**src/rtl/rv32i_mem_arbiter.sv**
```systemverilog
// Arbitrates one single-port memory between the fetch and data ports of rv32i_core.
// Data wins by default; a burst counter forces a fetch grant after MAX_D_BURST data grants.
module rv32i_mem_arbiter #(
   parameter int unsigned ADDR_W      = 32,
   parameter int unsigned DATA_W      = 32,
   parameter int unsigned MAX_D_BURST = 4,
   parameter int unsigned TIMEOUT_CYC = 64
) (
   input  logic              clk,
   input  logic              reset,
   input  logic              if_req,
   input  logic [ADDR_W-1:0] if_addr,
   output logic [DATA_W-1:0] if_rdata,
   output logic              if_valid,
   input  logic              d_req,
   input  logic              d_we,
   input  logic [ADDR_W-1:0] d_addr,
   input  logic [DATA_W-1:0] d_wdata,
   input  logic [2:0]        d_ctrl,
   output logic [DATA_W-1:0] d_rdata,
   output logic              d_valid,
   output logic              bus_err,
   output logic              mem_req,
   output logic              mem_we,
   output logic [ADDR_W-1:0] mem_addr,
   output logic [DATA_W-1:0] mem_wdata,
   output logic [2:0]        mem_ctrl,
   input  logic              mem_ack,
   input  logic [DATA_W-1:0] mem_rdata
);

   localparam int unsigned BW = $clog2(MAX_D_BURST + 1);
   localparam int unsigned TW = $clog2(TIMEOUT_CYC);
   localparam logic [BW-1:0] BurstMax = BW'(MAX_D_BURST);
   localparam logic [TW-1:0] TmoLast  = TW'(TIMEOUT_CYC - 1);

   typedef enum logic [1:0] {StIdle, StBusyI, StBusyD, StDone} state_e;

   state_e        state;
   logic [BW-1:0] burst_cnt;
   logic [TW-1:0] tmo_cnt;

   always_ff @(posedge clk or posedge reset) begin
      if (reset) begin
         state     <= StIdle;
         burst_cnt <= '0;
         tmo_cnt   <= '0;
         if_rdata  <= '0;
         if_valid  <= 1'b0;
         d_rdata   <= '0;
         d_valid   <= 1'b0;
         bus_err   <= 1'b0;
         mem_req   <= 1'b0;
         mem_we    <= 1'b0;
         mem_addr  <= '0;
         mem_wdata <= '0;
         mem_ctrl  <= '0;
      end else begin
         // Completion pulses live only for the single DONE cycle.
         if_valid <= 1'b0;
         d_valid  <= 1'b0;
         bus_err  <= 1'b0;
         unique case (state)
            StIdle: begin
               if (d_req && (!if_req || burst_cnt < BurstMax)) begin
                  state     <= StBusyD;
                  mem_req   <= 1'b1;
                  mem_we    <= d_we;
                  mem_addr  <= d_addr;
                  mem_wdata <= d_wdata;
                  mem_ctrl  <= d_ctrl;
                  if (!if_req) begin
                     burst_cnt <= '0;
                  end else if (burst_cnt != BurstMax) begin
                     burst_cnt <= burst_cnt + 1'b1;
                  end
               end else if (if_req) begin
                  state     <= StBusyI;
                  mem_req   <= 1'b1;
                  mem_we    <= 1'b0;
                  mem_addr  <= if_addr;
                  mem_wdata <= '0;
                  mem_ctrl  <= 3'b010;
                  burst_cnt <= '0;
               end
            end
            StBusyI, StBusyD: begin
               if (mem_ack) begin
                  state   <= StDone;
                  mem_req <= 1'b0;
                  if (state == StBusyI) begin
                     if_rdata <= mem_rdata;
                     if_valid <= 1'b1;
                  end else begin
                     // Stores complete with zero read data.
                     d_rdata <= mem_we ? '0 : mem_rdata;
                     d_valid <= 1'b1;
                  end
               end else if (tmo_cnt == TmoLast) begin
                  state   <= StDone;
                  mem_req <= 1'b0;
                  bus_err <= 1'b1;
                  if (state == StBusyI) begin
                     if_rdata <= '0;
                     if_valid <= 1'b1;
                  end else begin
                     d_rdata <= '0;
                     d_valid <= 1'b1;
                  end
               end else begin
                  tmo_cnt <= tmo_cnt + 1'b1;
               end
            end
            StDone: begin
               tmo_cnt <= '0;
               state   <= StIdle;
            end
         endcase
      end
   end

endmodule

```
**config.mk**
```make
export PLATFORM = sky130hd
export DESIGN_NAME = rv32i_mem_arbiter
export DESIGN_NICKNAME = d
export VERILOG_FILES = /design/src/rtl/rv32i_mem_arbiter.sv
export SDC_FILE = /design/constraint.sdc
export NUM_CORES = 1
export LEC_CHECK = 0
export ABC_AREA = 1
export BUFFER_PORTS_ARGS = -buffer_cell sky130_fd_sc_hd__buf_2
export CORE_ASPECT_RATIO = 0.8
export CORE_MARGIN = 10
export CORE_UTILIZATION = 48
export DETAILED_ROUTE_END_ITERATION = 12
export GPL_ROUTABILITY_DRIVEN = 0
export PLACE_DENSITY = 0.8
export SLEW_MARGIN = 15
export SYNTH_ARGS = -nofsm -noshare
export SYNTH_HDL_FRONTEND = slang
export SYNTH_SLANG_ARGS = --single-unit
```
**constraint.sdc**
```tcl
create_clock -name clk -period 4.9 [get_ports clk]
set_input_delay 0.49 -clock clk [delete_from_list [all_inputs] [get_ports clk]]
set_output_delay 0.49 -clock clk [all_outputs]
set_load 0.01 [all_outputs]
```
==> out/results.tsv <==
metric	value	unit
post_synth.cell_area_avg	9.73	sq um
yosys-top-cells-area	dfrtp_1 (58%), nand2_1 (11%), o21ai_2 (4.9%)	
die_height	123	um
final_min_period_over_clock_period	0.438	
synthDominantCellAreaShare	0.583	
cts_root_cell	clkbuf_16	
cts_inserted_buffers	17	
maxCapViolCount	0	
p_int	3540	uW
synth-edff-count	0	
ys.flop_type	dfrtp_1	
drt-wirelength-per-cell	17.3	um
tritoncts	yes	
yosysMostFrequentCell	nand2_1	
yosysSeqAreaShare	0.583	
timing.final.crit_period	2140	ps
vdd.ir_drop.worst	0.392	mV
top_post_synthesis_cells_by_count	nand2_1 (186), dfrtp_1 (147), nand3_1 (42), nor2_1 (42), o21ai_2 (35)	
setup_total_negative_slack	0	ps
nets	1043	
number_of_buffers_inserted_to_repair_setup_after_cts	0	
ys_async_sr_fraction	1.00	
gr-total-overflow	0	
worst_skew_pair.late_latency	400	ps
worst_ep_required_time	5220	ps
worst_path_max_delay_cell	inv_1	
power.share.clock	0.251	
grt.total_usage	0.201	
grt_antenna_before_repair	1	
ctsLongestPathBuffers	2	
grt_pass1_vias	5533	
vias_per_cell	5.05	
fin_skew	10.0	ps
slew_violations	0	
post-route-drc-count	0	
dr.first_iter.drc_count	321	
cts_max_level	4	
worst_setup_path_start_kind	flip-flop	
path_common_cell	nand2_1	
cts_resized	0	
clk_pin_slew_worst_paths	60	ps
synthCells	648	
rsz0062_at_grt	no	
ys_warn_count	0	
layout-area-overhead-vs-synth	31.9	%
layout-drive-gt1-share	0.388	
fmax	466	MHz
netSwitchingPower	2190	uW
p_sw_frac	0.382	
biggest_cell_delay_along_the_critical_path	870	ps
wl_final	18.8	mm
tightestPinTransition	1160	ps
timing.critical_path.fanout_max	36	
p_comb_frac	0.384	
port-buffer-count	272	
drtPass1Iterations	5	
floorplan.die.width	148	um
die_area	0.0181	sq mm
timing.final.setup_violations	0	
utilization	0.646	
worstPathCellList	nand2_1, nand2_2, inv_1, nand2_1, a31oi_1	
timing.hold.ws	283	ps
holdBufCountCts	0	
clkSinkCount	147	
netlist_area	0.00630	sq mm
power.density	688	mW/mm^2
post_synth_num_cell_types	28	
ys_seq_elements	147	
place_hpwl	13.8	mm
core_rows	37	
diodes	0	
number_of_nets_in_the_synthesized_netlist	791	
timing.final.hold_violations	0	
outcome	completed	
ios	273	
total_leakage_power	0.00439	uW
crit_arrival	2470	ps
criticalPathCategory	reg -> reg	
core_area	0.0129	sq mm
remaining_antenna_violation_count_after_routing	0	
endpoint_kind	flip-flop	
grt_max_degree	114	
holdCritPathClass	in -> async	
num_vias	5496	
floorplan.initialDensity	0.490	
timing.max_slew.rel_slack	0.225	
post-synth-top-area-cell	dfrtp_1	
power.sequential.fraction	0.365	
grt_first_pass_wirelength	29.3	mm
==> through the flow <==
stage          total power (uW)  cell area, sq um  setup WS [ps]  cells
2_1_floorplan              3480              6300            459    648
3_3_place_gp               4280              7660           2460   1056
3_5_place_dp               4330              7660           2430   1056
4_1_cts                    5790              8320           2740   1088
5_1_grt                    6110              8320           2490   1088
6_report                   5730              8320           2760   1088
==> worst max-delay path: cells and delay by family (launching register included) <==
| family | cells | cell delay [ps] |
|---|---|---|
| buffers and inverters | 1 | 870 |
| DFF | 1 | 390 |
| and+or+nand+nor | 3 | 610 |
| AOI/OAI and AO/OA | 1 | 170 |
==> power groups by stage <==
stage | logic [uW] | registers (uW) | clock network [uW]
floorplan | 1170 | 2310 | 0
global placement | 2200 | 2080 | 0
detailed placement | 2240 | 2090 | 0
CTS | 2240 | 2080 | 1460
global route | 2450 | 2150 | 1510
finish | 2200 | 2090 | 1440
==> state kept, by name, indices dropped and copies added (netlist names) <==
name,cells
bus_err,1
tmo_cnt,6
state,2
mem_req,1
d_valid,1
mem_addr,32
d_rdata,32
if_valid,1
mem_wdata,32
mem_we,1
burst_cnt,3
if_rdata,32
mem_ctrl,3
==> cells in the final DEF, fill, tap and decap left out, types with 2 or more instances in the layout <==
cell | synthesis | layout
inv_6 | 0 | 5
bufinv_16 | 0 | 5
nand2_2 | 4 | 4
o21ai_2 | 35 | 35
o21ai_1 | 29 | 29
a31oi_1 | 32 | 32
nand3_2 | 2 | 2
nand3_1 | 42 | 42
nor2_2 | 1 | 2
clkbuf_16 | 0 | 17
a22o_1 | 34 | 34
clkinv_4 | 0 | 2
clkbuf_1 | 15 | 2
ha_1 | 6 | 6
buf_2 | 13 | 272
inv_1 | 22 | 21
inv_2 | 2 | 2
dfrtp_1 | 147 | 147
nor2_1 | 42 | 41
a21oi_1 | 2 | 2
buf_4 | 1 | 5
nand2_1 | 186 | 186
o21ai_0 | 11 | 11
==> final cells by class <==
cell class / count / area, sq um
Fill cell: 1090 / 4550
Sequential cell: 147 / 3680
Multi-Input combinational cell: 433 / 2270
Timing Repair Buffer: 277 / 1400
Clock buffer: 19 / 433
Clock inverter: 13 / 221
Tap cell: 175 / 219
Inverter: 24 / 95.1
==> per-layer routing <==
metal	global-route usage	vias to the layer above	wire (um)
li1	-	2675	-
met1	0.230	2585	7410
met2	0.330	214	9050
met3	0.0938	20	2010
met4	0.0643	2	304
met5	0	-	15
==> cells by family (layout without fill, tap and decap cells) <==
| group | Yosys count | after routing | synth area share |
|---|---|---|---|
| fa+ha+maj | 6 | 6 | 0.0119 |
| buf+inv | 68 | 333 | 0.0579 |
| xor+xnor | 1 | 1 | 0.00139 |
| simple gates | 279 | 279 | 0.179 |
| flops | 147 | 147 | 0.583 |
| compound gates | 147 | 147 | 0.166 |
==> final timing paths <==
kind,start,cells after the start,slack [ps],end
worst max-delay path,burst_cnt[2],5,2760,mem_addr[11]
worst min-delay path,reset,2,280,if_rdata[7]
worst max register to register,burst_cnt[2],5,2760,mem_addr[11]
worst min register to register,if_rdata[21],2,480,if_rdata[21]
max in group asynchronous,reset,3,3560,mem_wdata[28]
min in group clk,d_we,3,300,mem_we
Power figures use the tool's default switching activity.
